==> src/rtl/seq_game_ctrl.sv <==
`timescale 1ns/1ps
// Memory-game sequencer: grows a random colour sequence, replays it, then checks the player's echo.
// High-score tracking (HIGH_SCORE register and HS pulse) is built only when SEQ_GAME_HS_EN is defined.
module seq_game_ctrl #(
    parameter int COLOR_W     = 2,
    parameter int DEPTH       = 32,
    parameter int TURN_CYCLES = 1000,
    localparam int CNT_W      = $clog2(DEPTH + 1),
    localparam int TMR_W      = $clog2(TURN_CYCLES + 1)
) (
    input  logic               CLK,
    input  logic               RST_N,
    input  logic [COLOR_W-1:0] IN,
    input  logic               IN_VALID,
    input  logic [COLOR_W-1:0] RAND,
    input  logic               START_GAME,
    input  logic               TIMER_PULSE,
    output logic               TIMER_GO,
    output logic [COLOR_W-1:0] OUT,
    output logic               OUT_ENA,
    output logic               WIN,
    output logic               LOSE,
    output logic               HS,
    output logic [CNT_W-1:0]   SCORE,
    output logic [CNT_W-1:0]   HIGH_SCORE
);
    localparam int IDX_W = $clog2(DEPTH);
    localparam logic [TMR_W-1:0] TURN_LOAD = TMR_W'(TURN_CYCLES);

    typedef enum logic [3:0] {
        S_IDLE, S_START, S_ADD, S_SHOW, S_SHOW_WAIT, S_INPUT, S_HOLD, S_WIN, S_LOSE
    } state_t;

    state_t state, state_nxt;

    logic [COLOR_W-1:0] stack [DEPTH];
    logic [CNT_W-1:0]   cnt;
    logic [CNT_W-1:0]   i;
    logic [TMR_W-1:0]   tmr;
    logic               good;

    logic last, timeout, at_depth, good_now;

    assign last     = (i == cnt);
    assign timeout  = (tmr == '0);
    assign at_depth = (cnt == CNT_W'(DEPTH - 1));
    // IN is only looked at on the INPUT cycle where IN_VALID is first seen; the verdict is held until release.
    assign good_now = (IN == stack[i[IDX_W-1:0]]);

    always_ff @(posedge CLK or negedge RST_N) begin
        if (!RST_N) state <= S_IDLE;
        else        state <= state_nxt;
    end

    always_comb begin
        state_nxt = state;
        case (state)
            S_IDLE:      if (START_GAME) state_nxt = S_START;
            S_START:     if (!START_GAME) state_nxt = S_ADD;
            S_ADD:       state_nxt = S_SHOW;
            S_SHOW:      state_nxt = S_SHOW_WAIT;
            S_SHOW_WAIT: if (TIMER_PULSE) state_nxt = last ? S_INPUT : S_SHOW;
            S_INPUT: begin
                if (timeout)       state_nxt = S_LOSE;
                else if (IN_VALID) state_nxt = S_HOLD;
            end
            S_HOLD: begin
                if (!IN_VALID) begin
                    if (!good)         state_nxt = S_LOSE;
                    else if (!last)    state_nxt = S_INPUT;
                    else if (at_depth) state_nxt = S_WIN;
                    else               state_nxt = S_ADD;
                end
            end
            S_WIN:   state_nxt = S_IDLE;
            S_LOSE:  state_nxt = S_IDLE;
            default: state_nxt = S_IDLE;
        endcase
    end

    // Sequence storage carries no reset; every entry is written in ADD before it is shown.
    always_ff @(posedge CLK) begin
        if (state == S_ADD) stack[cnt[IDX_W-1:0]] <= RAND;
    end

    always_ff @(posedge CLK or negedge RST_N) begin
        if (!RST_N) begin
            OUT      <= '1;
            OUT_ENA  <= 1'b0;
            TIMER_GO <= 1'b0;
            WIN      <= 1'b0;
            LOSE     <= 1'b0;
            SCORE    <= '0;
            cnt      <= '0;
            i        <= '0;
            tmr      <= '0;
            good     <= 1'b0;
        end else begin
            TIMER_GO <= 1'b0;
            WIN      <= 1'b0;
            LOSE     <= 1'b0;
            case (state)
                S_IDLE: begin
                    OUT_ENA <= 1'b0;
                    if (START_GAME) begin
                        SCORE <= '0;
                        cnt   <= '0;
                        i     <= '0;
                    end
                end
                S_ADD: i <= '0;
                S_SHOW: begin
                    OUT      <= stack[i[IDX_W-1:0]];
                    OUT_ENA  <= 1'b1;
                    TIMER_GO <= 1'b1;
                end
                S_SHOW_WAIT: begin
                    if (TIMER_PULSE) begin
                        OUT_ENA <= 1'b0;
                        if (last) begin
                            i   <= '0;
                            tmr <= TURN_LOAD;
                        end else begin
                            i <= i + CNT_W'(1);
                        end
                    end
                end
                S_INPUT: begin
                    if (!timeout) begin
                        tmr <= tmr - TMR_W'(1);
                        if (IN_VALID) good <= good_now;
                    end
                end
                S_HOLD: begin
                    if (!IN_VALID && good) begin
                        if (last) begin
                            SCORE <= cnt + CNT_W'(1);
                            if (!at_depth) cnt <= cnt + CNT_W'(1);
                        end else begin
                            i   <= i + CNT_W'(1);
                            tmr <= TURN_LOAD;
                        end
                    end
                end
                S_WIN:   WIN  <= 1'b1;
                S_LOSE:  LOSE <= 1'b1;
                default: ;
            endcase
        end
    end

`ifdef SEQ_GAME_HS_EN
    logic [CNT_W-1:0] high_score_q;
    logic             hs_q;

    always_ff @(posedge CLK or negedge RST_N) begin
        if (!RST_N) begin
            high_score_q <= '0;
            hs_q         <= 1'b0;
        end else begin
            hs_q <= 1'b0;
            // A tie with the existing best is not a new record.
            if ((state == S_WIN || state == S_LOSE) && SCORE > high_score_q) begin
                high_score_q <= SCORE;
                hs_q         <= 1'b1;
            end
        end
    end

    assign HIGH_SCORE = high_score_q;
    assign HS         = hs_q;
`else
    assign HIGH_SCORE = '0;
    assign HS         = 1'b0;
`endif

endmodule

==> config.mk <==
export PLATFORM = sky130hd
export DESIGN_NAME = seq_game_ctrl
export DESIGN_NICKNAME = d
export VERILOG_FILES = /design/src/rtl/seq_game_ctrl.sv
export SDC_FILE = /design/constraint.sdc
export NUM_CORES = 1
export LEC_CHECK = 0
export BUFFER_PORTS_ARGS = -buffer_cell sky130_fd_sc_hd__buf_2
export CORE_MARGIN = 2
export CORE_UTILIZATION = 35
export DETAILED_ROUTE_END_ITERATION = 10
export PLACE_DENSITY = 0.48
export SLEW_MARGIN = 5
export SYNTH_ARGS = -nofsm -noshare
export SYNTH_HDL_FRONTEND = slang
export SYNTH_SLANG_ARGS = --single-unit
==> constraint.sdc <==
create_clock -name CLK -period 2.5 [get_ports CLK]
set_clock_uncertainty 0.15 [all_clocks]
set_input_delay 0.5 -clock CLK [delete_from_list [all_inputs] [get_ports CLK]]
set_output_delay 0.5 -clock CLK [all_outputs]
set_load 0.05 [all_outputs]
---- Word-level counts from Yosys, hierarchy flattened ----
Memories as Yosys holds them, arrays and structs flattened.
Index checks and enable logic that the tools add are counted.
operators by class
  mux-type cells .......................... 37
  $add $sub $neg .......................... 3
  bitwise gates (word level) .............. 1
  reduce and logical (&&, ||, !) cells .... 15
  eq/ne operators ......................... 22
operators with widths
  operator                                              count
  two-way mux 6 bit                                     10
  two-way mux 10 bit                                    5
  one-hot mux 10 bit (3 select lines)                   1
  two-way mux 4 bit                                     7
  one-hot mux 4 bit (7 select lines)                    1
  one-hot mux 6 bit (2 select lines)                    2
  one-hot mux 6 bit (4 select lines)                    1
  inequality test 2 bit (second input constant)         10
  equality test 4 x 3 -> 1 bit (second input constant)  4
  AND reduction 5 bit                                   3
  adder 6 x 1 -> 6 bit (second input constant)          2
  zero test 10 bit                                      1
  subtractor 10 x 1 -> 10 bit (second input constant)   1
  two-way mux 3 bit                                     3
  equality test 4 x 2 -> 1 bit (second input constant)  2
  equality test 6 x 5 -> 1 bit (second input constant)  1
  equality test 6 bit                                   1
  two-way mux 1 bit                                     6
  AND reduction 6 bit                                   1
  nonzero test 3 bit                                    2
  equality test 4 x 1 -> 1 bit (second input constant)  1
  equality test 4 bit (second input constant)           1
  zero test 4 bit                                       1
  AND reduction 4 bit                                   1
  other kinds (10)                                      10
storage, ports and cells
  memories ................................ 1
  RAM bits ................................ 64
  logic and storage cells ................. 90
  bits in registers ....................... 39
  output and inout port bits .............. 19
memories
  name   words  width  rd ports  clocked after memory_dff  wr ports  RTL line  source
  stack  32     2      1         0                         1         36        logic [COLOR_W-1:0] stack [DEPTH];

---- Logic depth before layout (Yosys ltp) ----
Gate-level depths: netlist of the first run.
  depth in word-level cells ............... 6
  gate-level depth with buffers ........... 9

---- Worst setup path after synthesis of the first run ----
No wires, ideal clock.
  path type ............................... flip-flop to flip-flop
  start point ............................. register i[1]
  end point ............................... register good
  arrival ................................. 1.853 ns
  path buffers ............................ 2
  period minus slack after synthesis ...... 2.107 ns
  required time ........................... 2.246 ns
  stages on the path, launching flop included .. 8
  slack ................................... 0.393 ns
  setup time .............................. 0.104 ns
  cells stage by stage .................... dfrtp_1 buf_2 buf_2 mux4_2 a311oi_1 a22oi_1 xor2_1 o41ai_2
between the ends
  word-level cells in the longest chain between the ends .. 2
RTL lines
  what                      RTL line  source
  start: declaration        38        logic [CNT_W-1:0] i;
  start signal: assignment  124       i <= i + CNT_W'(1);
  start signal: assignment  140       i <= i + CNT_W'(1);
  memory read (32 x 2 bit)  n/a
  equality test 2 bit       48        assign good_now = (IN == stack[i[IDX_W-1:0]]);
  end signal: assignment    131       if (IN_VALID) good <= good_now;
  end: declaration          40        logic good;
Every way passes these cells.
A chain may end at the register's enable or synchronous reset.

---- Final worst setup path of the first run ----
  start point ............................. register i[2]
  end point ............................... register good
The elaborated chain is that of the path after synthesis.

==> run_results.csv, run 1 <==
group,metric,value,unit
setup_path,required,2.61,ns
setup_path,startpoint_type,"flip-flop",
global_route,grt_max_degree,40,
setup_path,path_class,"reg2reg",
cells_and_area,insertedDiodeCount,0,
clock_network,cts_setup_buffers,0,
drt,drt_first_iter_violations,244,
power_and_ir_drop,p_per_area,826,nW/µm²
clock_network,cts_htree_levels,3,
floorplan,die_height,125,µm
floorplan,fp-row-count,44,
drt,drtAntennaViolNets,0,
setup_path,reg2regPathDepth,6,
yosys,synthMuxAreaShare,8.51,%
sta,worst_pin_slew,0.591,ns
yosys,synth-simple-area-share,15.1,%
global_route,antenna_found_initial,0,
status,status,"complete, no violations",
cells_and_area,area_growth,15.1,%
placed_design,place.gp.congestion,0.845,
clock_network,clock-sinks,103,
setup_path,crit_slowest_cell,"or3b_2",
power_and_ir_drop,ir_drop,320,µV
cells_and_area,fin_area,5870,µm²
clock_network,cts_buffer_depth,2,
sta,fin_ws,0.107,ns
sta,hold_violations,0,
floorplan,dieArea,15600,µm²
setup_path,crit_chain,"or3b_2, o221ai_1, a31oi_1, a22oi_1, xor2_1, o41ai_2",
yosys,synthXorXnorAreaFrac,2.75,%
cells_and_area,seq_area,2900,µm²
clock_network,numCtsBuffers,9,
sta,fmax,418,MHz
placed_design,portBuffers,20,
yosys,yosys.area.top_type,"edfxtp_1",
yosys,synth-edff-count,64,
cells_and_area,nNetsFinal,490,
drt,vias,3406,
floorplan,die_w,125,µm
yosys,yosysMostFrequentCell,"edfxtp_1",
clock_network,cts-root-buf,"clkbuf_16",
yosys,synthTopCellsByCount,"edfxtp_1, nor2_1, dfrtp_1, nand2_1, mux2i_1",
yosys,netlist_area,5100,µm²
clock_network,cts_tree,"built",
placed_design,post-place-ws,0.122,ns
placed_design,dpl_cell_area,5550,µm²
global_route,grt_use_total,15.4,%
run,cap_violations,0,
yosys,synthDominantCellAreaShare,37.7,%
sta,fin_crit,2.39,ns
cells_and_area,fillers,1374,
cells_and_area,multiInputGateArea,2010,µm²
drt,wire_per_inst,17.3,µm
global_route,grt_pass1_vias,3487,
yosys,ys_types,66,
clock_network,postCtsHoldBufs,0,
power_and_ir_drop,p_leak,0.00211,µW
floorplan,io_pins,28,
yosys,synth_top_family_by_area,"simple AND/OR/NAND/NOR gates",
global_route,overflow,0,
setup_path,critPathMaxStageDelay,0.57,ns
drt,drc,0,
sta,setup_viol,0,
yosys,ys_seq_elements,103,
sta,rsz0062_at_grt,"false",
yosys,synth_area_leaders,"edfxtp_1, dfrtp_1, nor2_1",
clock_network,insertion_delay,0.35,ns
floorplan,start_util,35.5,%
setup_path,endpoint_kind,"flip-flop",
clock_network,clk_pin_slew_worst_paths,0.07,ns
yosys,ys_warn_count,0,
drt,wl,11400,µm
yosys,ys_async_sr_fraction,37.9,%
worst_hold_path,hold_path_class,"in2async",
drt,via_per_inst,5.14,
yosys,ys_seq_area_share,56.9,%
yosys,synthAdderAreaFrac,1.72,%
sta,timing.final.max_slew_violations,0,
sta,min_period_over_period,95.7,%
yosys,yosys_most_used_dff,"edfxtp_1",
setup_path,worstPathMaxFanout,11,
power_and_ir_drop,total_power,4850,µW
cells_and_area,drive_gt1_share,20.9,%
yosys,syn_inst,434,
global_route,grt_pass1_wl,18800,µm
floorplan,core-area,14400,µm²
placed_design,dpl.hpwl,7940,µm
yosys,syn_avg_cell_area,11.8,µm²
sta,slew-limit-headroom,60.6,%
setup_path,worst_ep_arrival_time,2.50,ns
yosys,synth_compound_gate_area_share,10.8,%
drt,firstDrtPassIters,5,
sta,fin_setup_tns,0,ns
## metal layers
| metal | part of all wire (%) | global-route usage [%] |
|---|---|---|
| met1 | 49 | 21.9 |
| met2 | 45 | 23.1 |
| met3 | 3.4 | 2.41 |
| met4 | 2.5 | 7.60 |
| met5 | 0 | 0 |
## final timing paths
path | from | end | slack (ns)
min in group CLK | SCORE[4] | SCORE[4] | 0.36
max | i[2] | good | 0.11
min | RST_N | tmr[5] | 0.05
min reg2reg | SCORE[4] | SCORE[4] | 0.36
max in group asynchronous | RST_N | OUT[1] | 1.77
max reg2reg | i[2] | good | 0.11
## critical path, delay by kind of cell, from the launching register on
kind / cells / cell delay (ns)
compound gates: 4 / 0.91
simple gates: 1 / 0.57
xor+xnor: 1 / 0.13
flops: 1 / 0.53
## cell usage in the layout, fill, tap and decap left out, types with 9 or more instances in the layout
master	count
buf_4	33
o22ai_1	9
inv_1	12
nor2_1	61
clkbuf_16	10
dfrtp_1	37
nor3_1	13
edfxtp_1	64
nand2_1	25
a21oi_1	12
buf_2	20
xnor2_1	11
o21ai_0	15
mux2i_1	22
## state kept, by name (all words and copies together), names as in the netlist
name / flops
LOSE: 1
OUT: 2
OUT_ENA: 1
SCORE: 6
TIMER_GO: 1
WIN: 1
cnt: 6
good: 1
i: 6
stack: 64
state: 4
tmr: 10
## layout make-up
cell class | instances | area share [%]
Clock buffer | 13 | 4.62
Clock inverter | 3 | 0.810
Inverter | 12 | 0.767
Multi-Input combinational cell | 294 | 34.2
Sequential cell | 103 | 49.4
Tap cell | 184 | 3.92
Timing Repair Buffer | 54 | 6.26
## timing repair
action	CTS	global route
endpoints found under the hold margin	0	0
resized for setup	0	2
endpoints found under the setup margin	0	2
## through the flow
step | instances | utilization (%) | hold slack, ns
after floorplan | 440 | - | 0.0544
after global routing | 663 | 40.9 | 0.0920
final | 663 | 40.9 | 0.0497
after CTS | 663 | 40.8 | 0.0696
after global placement | 647 | 38.6 | 0.343
after detailed placement | 647 | 38.6 | 0.343
## power breakdown
| part | internal [µW] | total, µW | leakage, µW | switching, µW |
|---|---|---|---|---|
| sequential | 1960 | 2120 | 0.00107 | 158 |
| clock | 871 | 1480 | 0.000156 | 613 |
| combinational | 479 | 1250 | 0.000880 | 768 |
## cell families (layout without fill, tap and decap cells)
kind of cell,Yosys count,count (layout)
xor gates and xnor gates,16,16
AOI/OAI and AO/OA,77,77
other,1,7
adders and majority gates,7,7
buffers and inverters,43,82
muxes,35,35
and+or+nand+nor,152,152
DFF,103,103
(Power assumes the default switching activity.)
==> run 2: changes to the inputs <==
Settings changed: PLACE_DENSITY 0.48 to 0.6.
==> run 2 against run 1 <==
Against the previous run: via count up 1.8%; sequential cell count did not move; worst hold slack better by 0.30 ns; cell area fell by 0.55%; critical endpoint is now cnt[5].
==> run_results.csv, run 2 (synthesis gave the netlist of run 1 again) <==
group,metric,value,unit
setup_path,crit_slowest_cell,"dfrtp_1",
setup_path,endpoint_kind,"flip-flop",
setup_path,required,2.58,ns
drt,via_per_inst,5.29,
drt,drtAntennaViolNets,0,
floorplan,die_w,125,µm
placed_design,place.gp.congestion,0.849,
power_and_ir_drop,ir_drop,349,µV
placed_design,post-place-ws,0.146,ns
setup_path,worstPathMaxFanout,12,
sta,hold_violations,0,
global_route,overflow,0,
sta,timing.final.max_slew_violations,0,
floorplan,dieArea,15600,µm²
setup_path,r2r_end,"cnt[5]",
cells_and_area,seq_area,2900,µm²
global_route,grt.busiest_layer,"met2",
global_route,grt_use_total,14.2,%
clock_network,clk_pin_slew_worst_paths,0.07,ns
global_route,use_met2,24.2,%
worst_hold_path,hold_path_class,"reg2reg",
drt,drc,0,
cells_and_area,final_cell_mix,"edfxtp_1, nor2_1, dfrtp_1, nand2_1, buf_4",
setup_path,reg2regPathDepth,6,
sta,fin_setup_tns,0,ns
floorplan,core-area,14400,µm²
cells_and_area,insertedDiodeCount,0,
floorplan,start_util,35.5,%
cells_and_area,fillers,1321,
power_and_ir_drop,p_int,3130,µW
placed_design,place_inst,639,
sta,rsz0062_at_grt,"false",
sta,fin_ws,0.217,ns
global_route,grt_pass1_wl,17800,µm
worst_hold_path,min_path_cells,1,
drt,drt_first_iter_violations,301,
clock_network,cts_htree_levels,3,
cells_and_area,instances_no_fill,656,
setup_path,path_class,"reg2reg",
clock_network,clock-sinks,103,
power_and_ir_drop,power.switching,1610,µW
worst_hold_path,whs_endpoint,"SCORE[0]",
cells_and_area,multiInputGateArea,2010,µm²
drt,vias,3467,
setup_path,timing.rr.start,"state[0]",
setup_path,startpoint_type,"flip-flop",
placed_design,portBuffers,20,
drt,firstDrtPassIters,5,
setup_path,r2r_setup_slack,0.22,ns
floorplan,fp-row-count,44,
power_and_ir_drop,combPwrFrac,24.8,%
clock_network,insertion_delay,0.35,ns
drt,wire_per_inst,16.3,µm
floorplan,io_pins,28,
global_route,grt_pass1_vias,3472,
run,cap_violations,0,
sta,fmax,438,MHz
floorplan,die_height,125,µm
global_route,grt_max_degree,33,
setup_path,critPathMaxStageDelay,0.51,ns
sta,slew-limit-headroom,66.1,%
setup_path,crit_chain,"nand2b_1, nor2_2, a32o_1, o21a_1, nand3_2, o41ai_1",
drt,wl,10700,µm
setup_path,worst_ep_arrival_time,2.36,ns
clock_network,cts_setup_buffers,0,
sta,fin_crit,2.28,ns
sta,worst_pin_slew,0.496,ns
worst_hold_path,min_from,"SCORE[0]",
global_route,use_met1,18.3,%
power_and_ir_drop,swShare,34.0,%
power_and_ir_drop,p_per_area,812,nW/µm²
cells_and_area,area_growth,14.5,%
clock_network,numCtsBuffers,9,
global_route,antenna_found_initial,0,
power_and_ir_drop,p_leak,0.00207,µW
power_and_ir_drop,clock_power_share,30.1,%
global_route,use_met3,2.62,%
placed_design,dpl.hpwl,7620,µm
cells_and_area,nNetsFinal,483,
power_and_ir_drop,pwr-share-seq,45.1,%
cells_and_area,final_common_cell,"edfxtp_1",
clock_network,cts_buffer_depth,2,
cells_and_area,drive_gt1_share,20.1,%
clock_network,cts_tree,"built",
sta,min_period_over_period,91.3,%
status,status,"complete, no violations",
sta,setup_viol,0,
clock_network,cts-root-buf,"clkbuf_16",
cells_and_area,largest_reg_flops,64,
-- run 2: cell count changes in the layout (fill, tap and decap cells not counted), moves of 2 or more --
| cell | previous run | this run |
|---|---|---|
| dfrtp_1 | 37 | 35 |
| clkinv_8 | 0 | 4 |
| clkbuf_1 | 2 | 0 |
| dfrtp_2 | 0 | 2 |
| buf_4 | 33 | 24 |
-- run 2: repair_timing --
item / 4_1_cts / 5_1_grt
setup endpoints to repair: 0 / 5
resized for setup: 0 / 3
hold buffers: 1 / 0
hold endpoints to repair: 14 / 0
-- run 2: power by group through the flow --
stage,registers (µW),logic (µW),clock network [µW]
global route,2160,1290,1520
CTS,2130,1170,1450
finish,2140,1180,1430
detailed placement,2170,1170,0
global placement,2160,1160,0
floorplan,2200,827,0
-- run 2: metal layers --
metal | vias to the layer above | wire length [µm]
li1 | 1645 | -
met1 | 1708 | 4610
met2 | 99 | 5390
met3 | 15 | 489
met4 | 0 | 180
met5 | - | 0
-- run 2: final cells by class --
class                   instances  share of cell area, %
inverters                      12                  0.771
clock buffers                   9                   3.86
clock inverters                 7                   1.61
flip-flops and latches        103                   49.7
repair buffers                 47                   5.66
multi-input cells             294                   34.5
well taps                     184                   3.94
-- run 2: worst max-delay path: cells and delay by family, from the launching register on --
kind | cells | cell delay [ns]
and+or+nand+nor | 3 | 0.62
DFF | 1 | 0.51
AOI/OAI and AO/OA | 3 | 0.89
-- run 2: worst max-delay path by stage --
stage / from / to / cells past startpoint
2_1_floorplan: i[1] / good / 7
3_3_place_gp: i[3] / good / 6
3_5_place_dp: i[3] / good / 6
4_1_cts: i[3] / good / 6
5_1_grt: i[0] / cnt[5] / 7
6_report: state[0] / cnt[5] / 6
-- run 2: metrics by stage --
step	power, µW	instance area (µm²)	utilization [%]	hold WS [ns]
5_1_grt	4980	5840	40.6	0.387
3_5_place_dp	3330	5500	38.3	0.295
2_1_floorplan	3030	5120	-	0.0544
4_1_cts	4760	5830	40.6	0.357
6_report	4740	5840	40.6	0.355
3_3_place_gp	3320	5500	38.3	0.284
